### config.mk
export PLATFORM = sky130hd
export DESIGN_NAME = clock_group_reset_sequencer_flat
export DESIGN_NICKNAME = d
export VERILOG_FILES = /design/src/rtl/clock_group_reset_sequencer_pkg.sv /design/src/rtl/clock_group_reset_sequencer_if.sv /design/src/rtl/clock_group_reset_sequencer_sync.sv /design/src/rtl/clock_group_reset_sequencer.sv /design/src/flat_wrapper.sv
export SDC_FILE = /design/constraint.sdc
export NUM_CORES = 1
export LEC_CHECK = 0
export ABC_AREA = 1
export BUFFER_PORTS_ARGS = -buffer_cell sky130_fd_sc_hd__buf_4
export CORE_MARGIN = 1
export CORE_UTILIZATION = 55
export DETAILED_ROUTE_END_ITERATION = 10
export HOLD_SLACK_MARGIN = 0.03
export MAX_ROUTING_LAYER = met4
export PLACE_DENSITY_LB_ADDON = 0.15
export SKIP_CTS_REPAIR_TIMING = 1
export SLEW_MARGIN = 10
export SYNTH_ARGS = -nofsm -noshare
export SYNTH_HDL_FRONTEND = slang
export SYNTH_SLANG_ARGS = --single-unit
### constraint.sdc
create_clock -name clock -period 1.6 [get_ports clock]
set_input_delay 0.32 -clock clock [delete_from_list [all_inputs] [get_ports clock]]
set_output_delay 0.32 -clock clock [all_outputs]
set_load 0.05 [all_outputs]
### src/rtl/clock_group_reset_sequencer_pkg.sv
// clock_group_reset_sequencer_pkg
//   Shared types and helpers for the clock group reset sequencer.
//   - seq_state_e : sequencer FSM states
//   - clog2()     : constant ceiling-log2, used to size counters and indices
package clock_group_reset_sequencer_pkg;

   typedef enum logic [1:0] {
      ST_SYNC    = 2'd0,
      ST_HOLD    = 2'd1,
      ST_RELEASE = 2'd2,
      ST_DONE    = 2'd3
   } seq_state_e;

   // Returns 0 for value <= 1.
   function automatic int clog2(input int value);
      int result;
      int v;
      result = 0;
      v      = value - 1;
      while (v > 0) begin
         result = result + 1;
         v      = v >> 1;
      end
      return result;
   endfunction

endpackage

### src/rtl/clock_group_reset_sequencer_if.sv
// clock_group_reset_sequencer_if
//   Control/status bundle of the reset sequencer.
//   sw_reset_req : re-sequence request (honoured only while idle)
//   member_reset : per-member reset, 1 = held in reset
//   busy         : sequence in progress
//   seq_done     : all members released
//   master = requester/consumer side, slave = sequencer side.
interface clock_group_reset_sequencer_if #(
   parameter int NUM_MEMBERS = 6
);
   logic                   sw_reset_req;
   logic [NUM_MEMBERS-1:0] member_reset;
   logic                   busy;
   logic                   seq_done;

   modport master (
      output sw_reset_req,
      input  member_reset,
      input  busy,
      input  seq_done
   );

   modport slave (
      input  sw_reset_req,
      output member_reset,
      output busy,
      output seq_done
   );
endinterface

### src/rtl/clock_group_reset_sequencer_sync.sv
// reset_sync_chain
//   Reset synchroniser: asynchronous assert, synchronous deassert.
//   clk_i      : local clock
//   rst_i      : asynchronous active-high reset
//   released_o : 1 once a 1 has shifted through all STAGES flops
module reset_sync_chain #(
   parameter int STAGES = 2
) (
   input  logic clk_i,
   input  logic rst_i,
   output logic released_o
);
   logic [STAGES-1:0] sync_q;

   // Shift form that also works for a single stage.
   always_ff @(posedge clk_i or posedge rst_i) begin
      if (rst_i) begin
         sync_q <= '0;
      end else begin
         sync_q <= (sync_q << 1) | STAGES'(1);
      end
   end

   assign released_o = sync_q[STAGES-1];
endmodule

### src/rtl/clock_group_reset_sequencer.sv
// clock_group_reset_sequencer
//   Releases NUM_MEMBERS member resets one at a time (member 0 first) with a
//   fixed HOLD_CYCLES+1 cycle spacing after the global reset is synchronised,
//   and re-runs the sequence on a software request once idle.
//   clock : single clock for all logic
//   reset : asynchronous active-high global reset
//   bus   : sw_reset_req in; member_reset, busy, seq_done out (all registered)
//
//   state   | meaning
//   --------+---------------------------------------------------------
//   SYNC    | waiting for the global reset to be synchronised
//   HOLD    | counting down the gap before the next member release
//   RELEASE | release member idx on the edge leaving this state
//   DONE    | all members released; idle, honours sw_reset_req
module clock_group_reset_sequencer
   import clock_group_reset_sequencer_pkg::*;
#(
   parameter int NUM_MEMBERS = 6,
   parameter int SYNC_STAGES = 3,
   parameter int HOLD_CYCLES = 4
) (
   input  logic                          clock,
   input  logic                          reset,
   clock_group_reset_sequencer_if.slave  bus
);
   localparam int CNT_W = clog2(HOLD_CYCLES + 1);
   localparam int IDX_W = (NUM_MEMBERS > 1) ? clog2(NUM_MEMBERS) : 1;
   localparam logic [CNT_W-1:0] CNT_LOAD = CNT_W'(HOLD_CYCLES);
   localparam logic [IDX_W-1:0] IDX_LAST = IDX_W'(NUM_MEMBERS - 1);

   logic                   sync_released;
   seq_state_e             state_q;
   logic [CNT_W-1:0]       cnt_q;
   logic [CNT_W-1:0]       cnt_d;
   logic [IDX_W-1:0]       idx_q;
   logic [NUM_MEMBERS-1:0] member_reset_q;
   logic                   busy_q;
   logic                   seq_done_q;

   // The FSM's exit from SYNC acts as the last synchroniser flop, so the
   // chain itself is one stage shorter and HOLD is entered on edge
   // SYNC_STAGES after reset falls.
   reset_sync_chain #(
      .STAGES (SYNC_STAGES - 1)
   ) u_sync (
      .clk_i      (clock),
      .rst_i      (reset),
      .released_o (sync_released)
   );

   // HOLD_CYCLES >= 1, so the counter is at least 1 whenever HOLD is entered
   // and the decrement never goes below zero.
   assign cnt_d = cnt_q - CNT_W'(1);

   always_ff @(posedge clock or posedge reset) begin
      if (reset) begin
         state_q        <= ST_SYNC;
         cnt_q          <= CNT_LOAD;
         idx_q          <= '0;
         member_reset_q <= '1;
         busy_q         <= 1'b1;
         seq_done_q     <= 1'b0;
      end else begin
         case (state_q)
            ST_SYNC: begin
               if (sync_released) begin
                  state_q <= ST_HOLD;
                  cnt_q   <= CNT_LOAD;
                  idx_q   <= '0;
               end
            end
            ST_HOLD: begin
               cnt_q <= cnt_d;
               if (cnt_d == '0) begin
                  state_q <= ST_RELEASE;
               end
            end
            ST_RELEASE: begin
               member_reset_q[idx_q] <= 1'b0;
               if (idx_q == IDX_LAST) begin
                  state_q    <= ST_DONE;
                  busy_q     <= 1'b0;
                  seq_done_q <= 1'b1;
               end else begin
                  state_q <= ST_HOLD;
                  idx_q   <= idx_q + IDX_W'(1);
                  cnt_q   <= CNT_LOAD;
               end
            end
            ST_DONE: begin
               if (bus.sw_reset_req) begin
                  state_q        <= ST_HOLD;
                  member_reset_q <= '1;
                  busy_q         <= 1'b1;
                  seq_done_q     <= 1'b0;
                  idx_q          <= '0;
                  cnt_q          <= CNT_LOAD;
               end
            end
            default: begin
               state_q <= ST_SYNC;
            end
         endcase
      end
   end

   assign bus.member_reset = member_reset_q;
   assign bus.busy         = busy_q;
   assign bus.seq_done     = seq_done_q;
endmodule
### src/flat_wrapper.sv
// flat-port wrapper written by rule: the top's interface ports become plain ports
module clock_group_reset_sequencer_flat import clock_group_reset_sequencer_pkg::*;
#(
   parameter int NUM_MEMBERS = 6,
   parameter int SYNC_STAGES = 3,
   parameter int HOLD_CYCLES = 4
)
  (clock, reset, bus_sw_reset_req, bus_member_reset, bus_busy, bus_seq_done);
  clock_group_reset_sequencer_if #(.NUM_MEMBERS(NUM_MEMBERS)) bus_i ();
  input  logic clock;
  input  logic reset;
  input wire logic [$bits(bus_i.sw_reset_req)-1:0] bus_sw_reset_req;
  output wire logic [$bits(bus_i.member_reset)-1:0] bus_member_reset;
  output wire logic [$bits(bus_i.busy)-1:0] bus_busy;
  output wire logic [$bits(bus_i.seq_done)-1:0] bus_seq_done;
  assign bus_i.sw_reset_req = bus_sw_reset_req;
  assign bus_member_reset = bus_i.member_reset;
  assign bus_busy = bus_i.busy;
  assign bus_seq_done = bus_i.seq_done;
  clock_group_reset_sequencer #(.NUM_MEMBERS(NUM_MEMBERS), .SYNC_STAGES(SYNC_STAGES), .HOLD_CYCLES(HOLD_CYCLES)) u_core (.clock(clock), .reset(reset), .bus(bus_i));
endmodule
# After elaboration in Yosys (flattened, before gate mapping)
# Index checks and enable logic that the tools add are counted.
[totals] reg_bits=18 latch_bits=0 ram_bits=0 rom_bits=0 inputBits=3 output_inout_bits=8 wordCells=55 memories=0
[op_classes] addsub=2 n_mul=0 div=0 n_lt_le_gt_ge=2 eq_ne=9 n_shift=0 n_mux=23 bitwise_logic=2 n_reduce_logical=10
[ops] cell="$mux W3" n=6
[ops] cell="$pmux W3 S4" n=1
[ops] cell="$pmux W6 S2" n=1
[ops] cell="$pmux W3 S3" n=1
[ops] cell="$reduce_and A3 Y1" n=3
[ops] cell="$mux W2" n=4
[ops] cell="$pmux W2 S4" n=1
[ops] cell="$and A6 B6 Y6" n=1
[ops] cell="$mux W6" n=1
[ops] cell="$ne A2 B2 Y1 const B" n=3
[ops] cell="$not A6 Y6" n=1
[ops] cell="$mux W1" n=5
[ops] cell="$eq A2 B2 Y1 const B" n=2
[ops] cell="$lt A3 B4 Y1 const B" n=1
[ops] cell="$ne A2 B1 Y1 const B" n=2
[ops] cell="$pmux W1 S2" n=2
[ops] cell="$reduce_and A4 Y1" n=1
[ops] cell="$add A3 B1 Y3 const B" n=1
[ops] cell="$demux W1 S3" n=1
[ops] cell="$eq A3 B3 Y1 const B" n=1
[ops] cell="$ge A3 B1 Y1 const B" n=1
[ops] cell="$logic_not A3 Y1" n=1
[ops] cell="$reduce_bool A3 Y1" n=1
[ops] cell="$sub A3 B1 Y3 const B" n=1
[ops] cell="5 further kinds" n=5

# Depth between registers and ports, before layout
# Gate-level depths: netlist (run 1).
[depth] depth_word=7 depth_mapped=9 mapped_depth_nobuf=9

# Modules after synthesis
# From an unflattened synthesis (run 1), not the netlist that was laid out.
[hier_totals] cells_unflattened=114 hier_area_um2=965.9
[by_module_without_submodules] module="clock_group_reset_sequencer" n_inst=1 cells_each=110 area_each_um2=908.4 seq_area_each_um2=410.4
[by_module_without_submodules] module="reset_sync_chain" n_inst=1 cells_each=4 area_each_um2=57.6 seq_area_each_um2=50.0

# Worst setup path before layout (run 1)
# OpenSTA, ideal clock, no wires.
[synth_path] path_kind="register -> register" from="register u_core.state_q[0]" to="register u_core.member_reset_q[0], in the netlist u_core.bus.member_reset[0]" setup_ns=0.062 arrival_ns=1.206 required_ns=1.538 path_slack_ns=0.332 stages_incl_launch_ff=6 path_buffers=0 synth_period_minus_slack_ns=1.268 path_cell_list="dfrtp_1 > inv_1 > ha_1 > o21ai_0 > o21ai_0 > nand2_1"
[synth_between] elab_chain_cells=3 word_cells_on_any_way=6 classes_between="eq/ne: 3; mux: 1; reduce/logical: 2"
[synth_rtl] item="start, declared" line_no="clock_group_reset_sequencer.sv:32" rtl="seq_state_e state_q;"
[synth_rtl] item="start signal, assigned" line_no="clock_group_reset_sequencer.sv:57" rtl="state_q <= ST_SYNC;"
[synth_rtl] item="start signal, assigned" line_no="clock_group_reset_sequencer.sv:67" rtl="state_q <= ST_HOLD;"
[synth_rtl] item="start signal, assigned" line_no="clock_group_reset_sequencer.sv:75" rtl="state_q <= ST_RELEASE;"
[synth_rtl] item="$eq A2 B2 Y1" line_no="clock_group_reset_sequencer.sv:64" rtl="case (state_q)"
[synth_rtl] item="$ne A2 B2 Y1 (no source line) or $reduce_bool A2 Y1 (tied branches)"
[synth_rtl] item="$reduce_and A2 Y1 (no source line)"
[synth_rtl] item="end signal, assigned" line_no="clock_group_reset_sequencer.sv:60" rtl="member_reset_q <= '1;"
[synth_rtl] item="end signal, assigned by index" line_no="clock_group_reset_sequencer.sv:79" rtl="member_reset_q[idx_q] <= 1'b0;"
[synth_rtl] item="end signal, assigned" line_no="clock_group_reset_sequencer.sv:93" rtl="member_reset_q <= '1;"
[synth_rtl] item="end, declared" line_no="clock_group_reset_sequencer.sv:36" rtl="logic [NUM_MEMBERS-1:0] member_reset_q;"
# Several ways; a longest one is shown, not always the timed one.
# A chain may end at the register's enable or synchronous reset.

# Worst setup path in the final report (run 1)
[layout_path] from="register u_core.state_q[0]" to="register u_core.idx_q[1]"
[layout_between] elab_chain_cells=3 word_cells_on_any_way=9 classes_between="eq/ne: 5; mux: 1; reduce/logical: 3"
[layout_rtl] item="$eq A2 B2 Y1 or $logic_not A2 Y1 (tied branches)" line_no="clock_group_reset_sequencer.sv:64"
[layout_rtl] item="$ne A2 B2 Y1 (no source line) or $reduce_bool A3 Y1 (tied branches)"
[layout_rtl] item="$reduce_and A4 Y1 (no source line)"
[layout_rtl] item="end signal, assigned" line_no="clock_group_reset_sequencer.sv:86" rtl="idx_q <= idx_q + IDX_W'(1);"
[layout_rtl] item="end, declared" line_no="clock_group_reset_sequencer.sv:35" rtl="logic [IDX_W-1:0] idx_q;"
# Several ways; a longest one is shown, not always the timed one.

==> metrics.cfg, run 1 <==
[status]
status=completed

[global_route]
grt-busiest-layer=met2
gr-usage-met2=0.355
grt_pass1_vias=657
grt_remaining_overflow=0
grt_antenna_before_repair=0
track_usage=0.210
use_met3=0.0255
grtUsageMet1=0.235
grt_first_pass_wirelength_mm=2.71
grt_max_degree=19

[timing]
hold_slack_ns=0.0988
finalWorstSetupSlack_ns=0.158
tightest_slew_ns=0.638
slew_violations=0
clock_skew_ns=0.00899
min_period_ns=1.44
slew_headroom=0.574
max_freq_mhz=693
setup_viol=0
finalHoldViolations=0
period_share=0.901

[logic_synthesis]
synth_area_leader_cell=dfrtp_1
async_flop_share=1.00
synth_area_leaders=dfrtp_1 (27%), dfstp_2 (23%), ha_1 (12%), nand2_1 (12%), o21ai_0 (7.6%)
ys_seq_area_frac=0.498
syn_area_um2=925
synthCells=107
syn_avg_cell_area_um2=8.64
synth-seq-cells=18
ys_types=14
synth_ff_type=dfrtp_1
yosys.area.top_type_share=0.271
synthesis.nets=119
ys_warn_count=0
synth_edf_count=0

[clock_network]
cts.sinks=18
htreeDepth=1
clkLatencyLatePin_ns=0.30
cts-root-buf=clkbuf_4
cts_max_path_buffers=2
tritoncts=built
cts.reportedPaths.clkPinSlew_ns=0.10
cts_buffers=3

[power_and_ir_drop]
peakVddDrop_mv=1.02
p_total_w=0.00221
p_per_area_nw_per_um2=2050
p_leak_nw=0.562

[route]
drt_wl_total_mm=1.51
vias_per_cell=5.06
wl_per_cell_um=10.8
first_pass_iters=7
dr.first_iter.drc_count=16
route.detailed.drc=0
vias=709
ant_nets=0

[finish]
layout-drive-gt1-share=0.218
final_common_cell=nand2_1
layout_common_cells=nand2_1 (29), inv_1 (17), o21ai_0 (14)
instances_no_fill=140
area_growth_pct=16.6
design_area_um2=1080
n_antenna_cell=0
nets=137

[setup_path]
r2r-end=u_core.idx_q[1]
ff2ff_setup_slack_ns=0.16
startpoint_type=flop
criticalPathCategory=reg2reg
critPathRequiredTime_ns=1.81
cp.arrival_ns=1.65
crit_fanout=6
rr_startpoint=u_core.state_q[0]
cp-end-kind=flop
r2r_cells=7

[die]
num_rows=14
coreArea_um2=1540
dieArea_um2=1850
die_w_um=43
die_h_um=43
start_util=0.600
pin_count=11

[placement]
portBuffers=10
dp.cells=134
placed_area_um2=1030
routabilityCongestion=0.765
dpl.hpwl_mm=1.16
pre_cts_ws_ns=0.173

[job]
maxCapViolations=0

[min_path]
holdCritPathClass=in2async

[metrics by stage]
| step | utilization | TNS (ns) |
|---|---|---|
| 5_1_grt | 0.700 | -0.00309 |
| 3_3_place_gp | 0.666 | 0 |
| 6_report | 0.700 | 0 |
| 3_5_place_dp | 0.666 | 0 |
| 2_1_floorplan | - | 0 |
| 4_1_cts | 0.690 | 0 |
[sequential cells by signal (all words and copies together) (netlist names)]
| register | cells |
|---|---|
| u_core.idx_q | 3 |
| u_core.bus.member_reset | 6 |
| u_core.bus.busy | 1 |
| u_core.state_q | 2 |
| u_core.bus.seq_done | 1 |
| u_core.cnt_q | 3 |
| u_core.u_sync.sync_q | 2 |
[cell type report]
class	instances	area, um2
sequential	18	460
multi-input combinational	72	400
fill	121	463
inverter	17	63.8
clock buffer	4	36.3
tap	16	20.0
timing repair buffer	13	97.6
[power breakdown]
group	switching [W]	total (W)	internal, W
Clock	0.000137	0.000275	0.000139
Combinational	0.000754	0.00113	0.000375
Sequential	0.000120	0.000806	0.000686
[kinds of logic after synthesis]
family	Yosys count	share of synthesized area
AO/OA/AOI/OAI	17	0.0947
flip-flops	18	0.498
buffers and inverters	17	0.0690
XOR/XNOR	1	0.00947
adder cells (fa/ha/maj)	9	0.122
AND/OR/NAND/NOR	44	0.203
other	1	0.00406
[metal layers]
metal,share of wire,vias to the layer above
met5,0,-
met4,0.025,0
met3,0.029,5
met2,0.51,11
met1,0.44,322
li1,-,371
[critical path, cell delays in order, from the launching register on]
cell and delay (ns):
dfrtp_1 0.43, inv_1 0.10, ha_1 0.27, nand3_2 0.14
nand2_1 0.07, nor2_2 0.17, nand3_1 0.09, o21ai_0 0.09
[cells in the mapped netlist (2+ instances only)]
| library cell | number |
|---|---|
| nand2_1 | 29 |
| ha_1 | 9 |
| o21ai_1 | 2 |
| dfrtp_1 | 10 |
| dfstp_2 | 8 |
| nor2_1 | 2 |
| nand3_1 | 11 |
| inv_1 | 17 |
| o21ai_0 | 14 |
[worst max-delay path by stage]
stage | from | end
6_report | u_core.state_q[0] | u_core.idx_q[1]
5_1_grt | u_core.state_q[0] | u_core.idx_q[2]
4_1_cts | u_core.state_q[0] | u_core.idx_q[1]
3_5_place_dp | u_core.state_q[0] | u_core.idx_q[1]
3_3_place_gp | u_core.state_q[0] | u_core.bus.seq_done
2_1_floorplan | u_core.state_q[0] | u_core.bus.member_reset[0]
Power figures use the tool's default switching activity.
==> run 2, diff against run 1 <==
- CORE_ASPECT_RATIO: not set -> 0.8
==> run 2 against run 1 <==
Net effect: worst hold slack better by 0.0062 ns; design area is 0.46% lower; power is 0.16% higher; via count is 2.1% higher; critical path type unchanged; sequential share of layout area is 0.32 points higher.
==> metrics.cfg, run 2 (synthesized netlist as in run 1, its figures left out) <==
[global_route]
grt_remaining_overflow=0  ; unchanged
grt_max_degree=19  ; unchanged
grt_first_pass_wirelength_mm=2.96  ; was 2.71 mm
grt_pass1_vias=663  ; was 657
grt_antenna_before_repair=0  ; unchanged
track_usage=0.248  ; was 0.210

[timing]
finalHoldViolations=0  ; unchanged
setup_viol=0  ; unchanged
tightest_slew_ns=0.650  ; was 0.638 ns
min_period_ns=1.40  ; was 1.44 ns
hold_slack_ns=0.105  ; was 0.0988 ns
slew_headroom=0.566  ; was 0.574
period_share=0.874  ; was 0.901
max_freq_mhz=715  ; was 693 MHz
clock_skew_ns=0.00579  ; was 0.00899 ns
slew_violations=0  ; unchanged
fin_tns_setup_ns=0  ; unchanged
rsz0062_at_grt=false

[clock_network]
htreeDepth=1  ; unchanged
cts_buffers=3  ; unchanged
cts_max_path_buffers=2  ; unchanged
cts.sinks=18  ; unchanged
clkLatencyLatePin_ns=0.29  ; was 0.30 ns
cts.reportedPaths.clkPinSlew_ns=0.10  ; about the same
tritoncts=built  ; unchanged
cts-root-buf=clkbuf_4  ; unchanged

[route]
first_pass_iters=4  ; was 7
wl_per_cell_um=12.1  ; was 10.8 um
ant_nets=0  ; unchanged
dr.first_iter.drc_count=12  ; was 16
route.detailed.drc=0  ; unchanged
vias=724  ; was 709
vias_per_cell=5.06  ; about the same
drt_wl_total_mm=1.73  ; was 1.51 mm

[power_and_ir_drop]
p_total_w=0.00221  ; about the same
p_per_area_nw_per_um2=2060  ; was 2050 nW/um2
p_leak_nw=0.549  ; was 0.562 nW
peakVddDrop_mv=1.07  ; was 1.02 mV

[placement]
dpl.hpwl_mm=1.37  ; was 1.16 mm
routabilityCongestion=0.875  ; was 0.765
portBuffers=10  ; unchanged

[status]
status=completed  ; unchanged

[die]
pin_count=11  ; unchanged
num_rows=12  ; was 14
coreArea_um2=1470  ; was 1540 um2
die_w_um=47.8  ; was 43 um
start_util=0.628  ; was 0.600
dieArea_um2=1850  ; about the same
die_h_um=38.7  ; was 43 um

[setup_path]
startpoint_type=flop  ; unchanged
crit_fanout=6  ; unchanged
cp-end-kind=flop  ; unchanged
cp.arrival_ns=1.59  ; was 1.65 ns
criticalPathCategory=reg2reg  ; unchanged
critPathRequiredTime_ns=1.79  ; was 1.81 ns

[finish]
n_antenna_cell=0  ; unchanged
multiInputGateArea_um2=403  ; was 400 um2
layout-drive-gt1-share=0.221  ; was 0.218
nets=135  ; was 137
post-route-util=0.730  ; was 0.700
area_growth_pct=16.1  ; was 16.6%
fillerInstances=111  ; was 121
largest_register_ffs=6  ; unchanged
final_common_cell=nand2_1  ; unchanged
layout_common_cells=nand2_1 (29), inv_1 (17), o21ai_0 (14)  ; unchanged
seqCellArea_um2=462  ; was 460 um2

[min_path]
holdCritPathClass=in2async  ; unchanged

[job]
maxCapViolations=0  ; unchanged

==> run 2: through the flow <==
| stage | cells | setup slack [ns] | instance area [um2] |
|---|---|---|---|
| floorplan | 107 | 0.332 | 925 |
| global placement | 139 | 0.213 | 1030 |
| detailed placement | 139 | 0.178 | 1030 |
| CTS | 143 | 0.155 | 1070 |
| global route | 143 | 0.0476 | 1070 |
| finish | 143 | 0.202 | 1070 |
==> run 2: cell type report <==
| type | count | area share |
|---|---|---|
| multi-input cells | 72 | 0.375 |
| flip-flops and latches | 18 | 0.430 |
| clock buffers | 4 | 0.0338 |
| repair buffers | 11 | 0.0769 |
| inverters | 17 | 0.0594 |
| well taps | 21 | 0.0245 |
==> run 2: power by group <==
part,internal (W),switching (W)
logic,0.000347,0.000771
clock network,0.000139,0.000137
registers,0.000690,0.000129
total,0.00118,0.00104
==> run 2: routing by layer <==
layer / share of wire / GRT usage
met3: 0.053 / 0.0841
met4: 0.0035 / 0.0417
met1: 0.50 / 0.331
met5: 0 / -
met2: 0.44 / 0.372
==> run 2: worst paths after layout <==
kind,startpoint,end,slack (ns),depth (start not counted)
setup / recovery,u_core.state_q[0],u_core.bus.seq_done,0.20,7
hold / removal,reset,u_core.cnt_q[1],0.11,2
setup reg to reg,u_core.state_q[0],u_core.bus.seq_done,0.20,7
hold reg to reg,u_core.u_sync.sync_q[0],u_core.u_sync.sync_q[1],0.39,0
max in group asynchronous,reset,u_core.state_q[0],1.03,2
min in group clock,bus_sw_reset_req,u_core.bus.member_reset[1],0.38,3
==> run 2: critical path, stage by stage (launching register included) <==
cell and delay (ns):
dfrtp_2 0.44, inv_1 0.10, ha_2 0.24, nand3_2 0.13
o21ai_0 0.10, nand2_1 0.13, nand2_1 0.09, o21ai_1 0.06
